### src/rtl/apb_mem_pkg.sv
// apb_mem_pkg: shared types, wait-mode encodings and LFSR taps
// for the APB memory slave and its wait-state generator.
package apb_mem_pkg;

  typedef enum logic {
    IDLE   = 1'b0,
    ACCESS = 1'b1
  } state_t;

  localparam int WAIT_NONE  = 0;
  localparam int WAIT_FIXED = 1;
  localparam int WAIT_LFSR  = 2;

  // Feedback masks for a left-shifting Fibonacci LFSR, maximal length.
  localparam logic [7:0] TAPS_3 = 8'h05;
  localparam logic [7:0] TAPS_4 = 8'h0C;
  localparam logic [7:0] TAPS_5 = 8'h14;
  localparam logic [7:0] TAPS_6 = 8'h30;
  localparam logic [7:0] TAPS_7 = 8'h60;
  localparam logic [7:0] TAPS_8 = 8'hB8;

  function automatic logic [7:0] lfsr_taps(input int w);
    logic [7:0] t;
    case (w)
      4:       t = TAPS_4;
      5:       t = TAPS_5;
      6:       t = TAPS_6;
      7:       t = TAPS_7;
      8:       t = TAPS_8;
      default: t = TAPS_3;
    endcase
    return t;
  endfunction

  // Largest wait count the counter must hold; never below 1.
  function automatic int max_wait(
    input int mode,
    input int fixed,
    input int lfsr_w
  );
    int m;
    m = (1 << lfsr_w) - 1;
    if (fixed > m) m = fixed;
    if (mode == WAIT_NONE && m < 1) m = 1;
    return m;
  endfunction

endpackage

### src/rtl/apb_mem_slave_lfsr.sv
// apb_lfsr: free-running Fibonacci LFSR, reloads seed on reset.
// Ports: clk, rst (sync, active-high), lfsr_o (current value).
module apb_lfsr
  import apb_mem_pkg::*;
#(
  parameter int LFSR_W = 3
) (
  input  logic              clk,
  input  logic              rst,
  output logic [LFSR_W-1:0] lfsr_o
);

  localparam logic [LFSR_W-1:0] TAPS =
    LFSR_W'(lfsr_taps(LFSR_W));
  localparam logic [LFSR_W-1:0] SEED =
    LFSR_W'(1) << (LFSR_W - 1);

  logic [LFSR_W-1:0] q;

  always_ff @(posedge clk) begin
    if (rst) q <= SEED;
    else     q <= {q[LFSR_W-2:0], ^(q & TAPS)};
  end

  assign lfsr_o = q;

endmodule

### src/rtl/apb_mem_slave.sv
// apb_mem_slave: APB4 slave over a byte-writable word memory with
// PSLVERR on out-of-range and none/fixed/LFSR wait-state insertion.
// Ports: clk, rst (sync, active-high), APB psel/penable/pwrite/
// paddr/pwdata/pstrb in; prdata/pready/pslverr out.
module apb_mem_slave
  import apb_mem_pkg::*;
#(
  parameter int ADDR_W     = 8,
  parameter int DATA_W     = 32,
  parameter int DEPTH      = 64,
  parameter int WAIT_MODE  = 0,
  parameter int FIXED_WAIT = 2,
  parameter int LFSR_W     = 3
) (
  input  logic                clk,
  input  logic                rst,
  input  logic                psel_i,
  input  logic                penable_i,
  input  logic                pwrite_i,
  input  logic [ADDR_W-1:0]   paddr_i,
  input  logic [DATA_W-1:0]   pwdata_i,
  input  logic [DATA_W/8-1:0] pstrb_i,
  output logic [DATA_W-1:0]   prdata_o,
  output logic                pready_o,
  output logic                pslverr_o
);

  localparam int STRB_W = DATA_W / 8;
  localparam int OFF_W  = $clog2(STRB_W);
  localparam int IDX_W  = ADDR_W - OFF_W;
  localparam int MEM_AW = (DEPTH > 1) ? $clog2(DEPTH) : 1;
  localparam int CNT_W  =
    $clog2(max_wait(WAIT_MODE, FIXED_WAIT, LFSR_W) + 1);

  state_t              state, state_n;
  logic [CNT_W-1:0]    cnt, cnt_n, wait_n;
  logic                oor_q, oor_n;
  logic [DATA_W-1:0]   rd_q, rd_n;
  logic [MEM_AW-1:0]   widx_q, widx_n;
  logic [IDX_W-1:0]    idx;
  logic                in_range;
  logic                done;
  logic [DATA_W-1:0]   mem [DEPTH];

  // Low byte-offset bits select nothing in a word-wide memory.
  logic unused_addr;
  assign unused_addr = ^paddr_i;

  assign idx      = paddr_i[ADDR_W-1:OFF_W];
  assign in_range = 32'(idx) < 32'(DEPTH);

  if (WAIT_MODE == WAIT_LFSR) begin : g_lfsr
    logic [LFSR_W-1:0] lfsr;
    apb_lfsr #(.LFSR_W(LFSR_W)) u_lfsr (
      .clk    (clk),
      .rst    (rst),
      .lfsr_o (lfsr)
    );
    assign wait_n = CNT_W'(lfsr);
  end else if (WAIT_MODE == WAIT_FIXED) begin : g_fixed
    assign wait_n = CNT_W'(FIXED_WAIT);
  end else begin : g_none
    assign wait_n = '0;
  end

  always_comb begin
    state_n = state;
    cnt_n   = cnt;
    oor_n   = oor_q;
    rd_n    = rd_q;
    widx_n  = widx_q;
    done    = 1'b0;
    unique case (state)
      IDLE: begin
        if (psel_i && !penable_i) begin
          state_n = ACCESS;
          cnt_n   = wait_n;
          oor_n   = !in_range;
          widx_n  = MEM_AW'(idx);
          rd_n    = in_range ? mem[MEM_AW'(idx)] : '0;
        end
      end
      ACCESS: begin
        if (!psel_i) begin
          state_n = IDLE;
        end else if (cnt != '0) begin
          cnt_n = cnt - 1'b1;
        end else begin
          done    = 1'b1;
          state_n = IDLE;
        end
      end
      default: state_n = IDLE;
    endcase
  end

  assign pready_o  = done;
  assign pslverr_o = done & oor_q;
  assign prdata_o  = (done && !pwrite_i) ? rd_q : '0;

  always_ff @(posedge clk) begin
    if (rst) begin
      state  <= IDLE;
      cnt    <= '0;
      oor_q  <= 1'b0;
      rd_q   <= '0;
      widx_q <= '0;
    end else begin
      state  <= state_n;
      cnt    <= cnt_n;
      oor_q  <= oor_n;
      rd_q   <= rd_n;
      widx_q <= widx_n;
    end
  end

  always_ff @(posedge clk) begin
    if (!rst && done && pwrite_i && !oor_q) begin
      for (int i = 0; i < STRB_W; i++) begin
        if (pstrb_i[i])
          mem[widx_q][8*i +: 8] <= pwdata_i[8*i +: 8];
      end
    end
  end

endmodule
### config.mk
export PLATFORM = sky130hd
export DESIGN_NAME = apb_mem_slave
export DESIGN_NICKNAME = d
export VERILOG_FILES = /design/src/rtl/apb_mem_pkg.sv /design/src/rtl/apb_mem_slave_lfsr.sv /design/src/rtl/apb_mem_slave.sv
export SDC_FILE = /design/constraint.sdc
export NUM_CORES = 2
export LEC_CHECK = 0
export CAP_MARGIN = 25
export CORE_ASPECT_RATIO = 1.25
export CORE_UTILIZATION = 30
export DETAILED_ROUTE_END_ITERATION = 8
export DONT_BUFFER_PORTS = 1
export HOLD_SLACK_MARGIN = 0.12
export PLACE_DENSITY = 0.44
export SYNTH_ARGS = -nofsm -noshare
export SYNTH_HDL_FRONTEND = slang
export SYNTH_SLANG_ARGS = --single-unit
### constraint.sdc
create_clock -name clk -period 2.9 [get_ports clk]
set_input_delay 0.58 -clock clk [delete_from_list [all_inputs] [get_ports clk]]
set_output_delay 0.58 -clock clk [all_outputs]
set_load 0.1 [all_outputs]
== After elaboration in Yosys (flattened, before gate mapping) ==
Memories as Yosys holds them, arrays and structs flattened. A register that Yosys moved wholly into a read port is not among the register bits.
Cells that the tools add are included.

* Div/mod/pow operators: 0
* Reductions and logical operators: 10
* $lt $le $gt $ge: 0
* Bitwise operators: 1
* Shifts and indexed selects: 0
* $add $sub $neg: 1
* Muxes and demuxes: 24
* Eq/ne operators: 3
* $mul: 0

{| class="wikitable"
|+ Operator list
! kind !! number
|-
| 32-bit two-way mux || 1
|-
| 1-bit two-way mux || 18
|-
| 3-bit two-way mux || 3
|-
| 3-bit case mux with 2 select lines || 1
|-
| 1-bit logical AND || 4
|-
| 2-bit != test (second input constant) || 2
|-
| 1-bit logical NOT || 3
|-
| 3-bit AND reduction || 1
|-
| 3-bit nonzero test || 1
|-
| 3-bit by 1-bit subtractor with 3-bit output (second input constant) || 1
|-
| 2-bit by 1-bit != test with 1-bit output (second input constant) || 1
|-
| 1-bit case mux with 2 select lines || 1
|-
| 2-bit AND reduction || 1
|-
| 1-bit NOT || 1
|}

* Flip-flop bits (word level): 10
* Memory bits (writable): 2048
* Memory bits (read-only): 0
* Memories kept: 1
* Input port bits: 49
* Logic and storage cells: 43
* Bits in latches: 0

{| class="wikitable"
|+ Memories
! name !! depth !! bits a word !! rd ports !! clocked after memory_dff !! wr ports !! line !! RTL
|-
| mem || 64 || 32 || 1 || 1 || 1 || apb_mem_slave.sv:43 || <nowiki>logic [DATA_W-1:0] mem [DEPTH];</nowiki>
|}

== Longest topological paths before layout ==
* Depth after elaboration: 8
* Depth in mapped cells: 9
* Depth with buffers taken out: 7

== Worst setup path after synthesis ==
No wires, ideal clock.

* Path kind: input to output
* From: input port psel_i
* To: output port prdata_o[14]
* Data arrival time: 2787 ps
* Stages: 2
* Path buffers: 0
* Data required time: 2320 ps
* Path slack: -467 ps
* Cell sequence: nand4b_1 > nor3_1

* Cells in the longest elaborated chain, start to end: 4

{| class="wikitable"
|+ Ends and longest elaborated chain
! element !! line !! RTL
|-
| start: declaration || apb_mem_slave.sv:17 || <nowiki>input logic psel_i,</nowiki>
|-
| 1-bit two-way mux || apb_mem_slave.sv:84 || <nowiki>if (!psel_i) begin</nowiki>
|-
| 1-bit two-way mux || apb_mem_slave.sv:73 || <nowiki>unique case (state)</nowiki>
|-
| 1-bit logical AND || apb_mem_slave.sv:99 || <nowiki>assign prdata_o = (done && !pwrite_i) ? rd_q : '0;</nowiki>
|-
| 32-bit two-way mux || apb_mem_slave.sv:99 ||
|-
| end: declaration || apb_mem_slave.sv:23 || <nowiki>output logic [DATA_W-1:0] prdata_o,</nowiki>
|}

No other way between the ends.

== Worst setup path in the final report ==
* From: register cnt[1]
* To: output port prdata_o[31]

* Cells in the longest elaborated chain, start to end: 6

{| class="wikitable"
|+ Ends and longest elaborated chain
! element !! line !! RTL
|-
| start: declaration || apb_mem_slave.sv:36 || <nowiki>logic [CNT_W-1:0] cnt, cnt_n, wait_n;</nowiki>
|-
| start signal: assignment || apb_mem_slave.sv:110 || <nowiki>cnt <= cnt_n;</nowiki>
|-
| 3-bit nonzero test || apb_mem_slave.sv:86 || <nowiki>end else if (cnt != '0) begin</nowiki>
|-
| 1-bit two-way mux || apb_mem_slave.sv:86 ||
|-
| 1-bit two-way mux || apb_mem_slave.sv:84 ||
|-
| 1-bit two-way mux || apb_mem_slave.sv:73 ||
|-
| 1-bit logical AND || apb_mem_slave.sv:99 ||
|-
| 32-bit two-way mux || apb_mem_slave.sv:99 ||
|}

No other way between the ends.

==> impl_summary.md <==
Logic synthesis
Summing the sequential cell areas from Yosys gives 77.0% of the chip area. The post-synthesis instance area is 0.0810 mm^2. Counting flops and latches in the post-synthesis netlist gives 2090. The netlist uses 44 different library cells.

After technology mapping, the gate count stands at 3777. In this run, synthesis inferred 2048 flip-flops with an integrated enable. During synthesis, Yosys emitted a total of 0 warnings. The mean post-synth cell area is 21.4 um^2. The library cell with the largest summed area after synthesis is sky130_fd_sc_hd__edfxtp_1. The net count of the mapped netlist is 3828. Yosys attributes the largest share of cell area to sky130_fd_sc_hd__edfxtp_1 (76%), sky130_fd_sc_hd__mux4_2 (14%), sky130_fd_sc_hd__nor2_1 (1.5%). The top cell type by area accounts for 76.0% of the synthesized area. In the synthesized netlist the dominant register cell turns out to be sky130_fd_sc_hd__edfxtp_1.

The proportion of register bits with asynchronous set or reset after synthesis is 0%.

Final layout
The finished cells cover 0.0966 mm^2. The library cells used most frequently in the layout, excluding fill and tap cells, are sky130_fd_sc_hd__edfxtp_1 (2048), sky130_fd_sc_hd__mux4_2 (511), sky130_fd_sc_hd__buf_4 (298). The fraction of final layout cells sized beyond drive strength 1 is 31.7%.

In the final layout, the multi-input gates occupy 0.0178 mm^2. For this run, the post-layout net count is 4307. Once layout is complete, the utilization of the core stands at 36.1%. Fill cells in the final layout number 24668. The combined flip-flop and latch cell area is 0.0623 mm^2. Compared with the post-synthesis result, the final layout area differs by 19.3%.

Leaving out fill and tap cells, the most frequent cell in the layout is sky130_fd_sc_hd__edfxtp_1.

Floorplanning
The height of the die is 583 um. The total I/O pin count is 83. The die covers 0.272 mm^2. The number of standard-cell rows in the floorplan is 212. The floorplan step defined a core boundary enclosing 0.268 mm^2.

Once the floorplan was initialized, standard cells occupied 30.2% of the core. The die is 467 um wide.

Clocking
The root buffer selected by CTS is sky130_fd_sc_hd__clkbuf_16. The number of buffers created by CTS is 216. The sink count of the clock tree is 2090. In this run the deepest clock path goes through 4 buffers.

The clock latency on the worst-skew pair is 0.87 ns. The clock tree synthesis step divided the H-tree into 4 levels. The TritonCTS clock tree is done.

The clock slew seen by the registers of the worst setup and hold paths is 0.07 ns.

Run status
The checks that failed: slew limit, setup timing. The flow ran to the end, but the final reports show violations.

Worst setup path
The worst setup path is of the reg2out kind. The signal arrival time at the worst endpoint is 2.48 ns. The kind of start point of the critical path is a register. The endpoint required time on the critical path is 2.32 ns.

The signal on the critical path passes through inv_2 -> ha_4 -> nand4b_1 -> buf_6 -> nor2_4 -> buf_12 -> and2_4 -> buf_12. The endpoint class of the critical path is an output pin. Grouping stages by cell kind, the critical path spends the most delay in buffers and inverters.

The worst-path cell with the longest stage delay is sky130_fd_sc_hd__dfxtp_2. The sum of buffers and inverters on the critical path is 4. For this run, the slowest stage of the critical path takes 0.32 ns. The top fanout value on the critical path is 18. The dominant cell type by count on the critical path is sky130_fd_sc_hd__buf_12.

Pwr
The static leakage is 30.2 nW. The peak supply drop is 0.000464 V. Of the total power, combinational logic draws 3.8%. The internal cell power is 0.0493 W. The sequential cell fraction of total power is 53.6%.

The clock network is responsible for 42.7% of the overall power. The overall power is 0.0620 W. The share of total power consumed by net switching is 20.6%. The total net switching power is 0.0128 W.

The total power divided by cell area is 642 mW/mm^2.

GRT
The total global routing overflow is 0. The maximum number of pins on one net before global-route repair is 484. The number of antenna violations at the first check in global routing is 10. The number of global-route vias before repair is 40745. The global-route wire length before repair is 325000 um. The combined global-route utilization of all metal layers is 17.0%.

Placement
The placement-stage cell area is 0.0877 mm^2. The wire-length estimate of the detail-placed layout is 135000 um. Routability-driven placement finished with a final weighted congestion of 0.759.

The quantity of I/O buffers inserted on ports is 0.

Drt
The overall via count from detail_route is 39340. After detailed routing, the average wire length per cell comes to 29.8 um. After detailed routing, the number of vias per cell comes to 4.94. Summed over all layers, the routed wires come to 237000 um. The remaining routing DRC violations is 0.

The count of TritonRoute iterations in the first routing pass is 6. The number of DRC violations after detailed-routing iteration 0 is 3348. The post-route antenna net violation count is 0.

STA
Setup repair after global routing could not meet its margin everywhere. The total negative setup slack is -3.85 ns. Setup slack on the critical path of the routed design comes to -0.161 ns. The final critical path takes up 106% of the cycle. Static timing analysis puts the maximum clock frequency at 327 MHz. The worst hold slack is 0.114 ns. The transition at the pin with the smallest max-transition slack is 1.94 ns. The smallest clock period supported by the final layout is computed as 3.06 ns. The total count of hold-check failures in the final report was 0. The relative slew slack is -29.4%.

The maximum clock skew at final layout is 0.0384 ns. The final count of pins violating max slew is 313. The final number of setup-violating endpoints is 31.

Min path
The worst hold-check path type is in2reg.

Run
The number of max-capacitance violations reported is 0.
-- repair_timing --
action	CTS	global route
setup buffers	11	1
resized for setup	55	104
pin swaps	0	10
setup endpoints to repair	31	1991
cloned	1	14
hold buffers	75	1
hold endpoints to repair	2090	1
-- area by class of cell --
cell class	instances	share of cell area, %
repair buffers	490	5.63
clock inverters	105	0.792
clock buffers	283	6.03
well taps	3531	4.57
multi-input cells	1453	18.4
flip-flops and latches	2090	64.5
inverters	5	0.0194
diodes	8	0.0207
-- metal layers --
metal	wire length [um]	GRT usage, %	vias to the layer above	part of all wire, %
met5	46	0	-	0.019
met4	7610	5.57	8	3.2
met3	10600	2.57	306	4.5
met2	120000	29.0	918	51
met1	99000	22.1	21460	42
li1	-	-	16648	-
-- worst reg2reg max path, stage by stage, from the launching register on --
cell and delay, ns:
sky130_fd_sc_hd__dfxtp_2 0.32, sky130_fd_sc_hd__inv_2 0.07, sky130_fd_sc_hd__ha_4 0.12, sky130_fd_sc_hd__nand4b_1 0.13, sky130_fd_sc_hd__buf_4 0.17, sky130_fd_sc_hd__buf_4 0.12
sky130_fd_sc_hd__buf_4 0.12, sky130_fd_sc_hd__buf_4 0.12, sky130_fd_sc_hd__buf_4 0.13, sky130_fd_sc_hd__nor3b_4 0.22, sky130_fd_sc_hd__buf_12 0.20, sky130_fd_sc_hd__nand2_8 0.14
sky130_fd_sc_hd__clkbuf_16 0.24, sky130_fd_sc_hd__nor2_2 0.21, sky130_fd_sc_hd__buf_6 0.20
-- final timing paths --
kind         cells after the start                    end  slack (ns)                start
max                              8           prdata_o[31]       -0.16  cnt[1]$_SDFFE_PP0P_
max reg2reg                     14    mem[5][1]$_DFFE_PP_        0.08  cnt[1]$_SDFFE_PP0P_
min reg2reg                      2    cnt[1]$_SDFFE_PP0P_        0.51  cnt[1]$_SDFFE_PP0P_
min                              2  rd_q[19]$_SDFFE_PP0P_        0.11           paddr_i[6]
-- state kept, by name, summed over array words and instances, names as in the netlist --
name and cells:
cnt 3, mem 2048, rd_q 32, state 1, widx_q 6
-- synthesized netlist by cell type, types with 2 or more instances --
cell                       count
sky130_fd_sc_hd__nor2_1      326
sky130_fd_sc_hd__a21oi_1      39
sky130_fd_sc_hd__dfxtp_1      42
sky130_fd_sc_hd__buf_2        71
sky130_fd_sc_hd__buf_8         2
sky130_fd_sc_hd__o22ai_1      63
sky130_fd_sc_hd__mux4_2      511
sky130_fd_sc_hd__nand3b_1      2
sky130_fd_sc_hd__edfxtp_1   2048
sky130_fd_sc_hd__or3b_1        2
sky130_fd_sc_hd__a211o_1      31
sky130_fd_sc_hd__nor4_1       31
sky130_fd_sc_hd__buf_1        14
sky130_fd_sc_hd__mux2_2       95
sky130_fd_sc_hd__ha_1          2
sky130_fd_sc_hd__nor3b_1       9
sky130_fd_sc_hd__or3_1         2
sky130_fd_sc_hd__buf_6         7
sky130_fd_sc_hd__nand2_1      86
sky130_fd_sc_hd__a211oi_1     33
sky130_fd_sc_hd__nand4b_1      2
sky130_fd_sc_hd__a2111o_1     31
sky130_fd_sc_hd__nor3_1        9
sky130_fd_sc_hd__and3_1        2
sky130_fd_sc_hd__nor2b_1      33
sky130_fd_sc_hd__clkbuf_1    109
sky130_fd_sc_hd__and3b_1       3
sky130_fd_sc_hd__mux2i_1      96
sky130_fd_sc_hd__inv_1         5
sky130_fd_sc_hd__buf_4        26
sky130_fd_sc_hd__and2_1       32
-- cell families after synthesis --
logic type / count (synthesis) / synth area share (%)
AND/OR/NAND/NOR: 544 / 2.96
other: 1 / 0.00463
adder cells (fa/ha/maj): 2 / 0.0309
XOR/XNOR: 2 / 0.0216
multiplexers: 702 / 16.7
flip-flops: 2090 / 77.0
AO/OA/AOI/OAI: 202 / 1.85
buffers and inverters: 234 / 1.41
-- per-stage QoR --
step / setup slack [ns] / std cells
CTS: -0.230 / 7941
detailed placement: -0.328 / 7466
finish: -0.161 / 7965
floorplan: 0.378 / 3777
global placement: -0.169 / 7466
global route: -0.275 / 7958
-- power groups by stage --
stage,combinational (W),sequential (W),clock (W)
3_3_place_gp,0.00155,0.0339,0
3_5_place_dp,0.00154,0.0339,0
4_1_cts,0.00233,0.0332,0.0272
6_report,0.00234,0.0332,0.0265
5_1_grt,0.00243,0.0332,0.0282
2_1_floorplan,0.00150,0.0338,0
(Power assumes the default switching activity.)
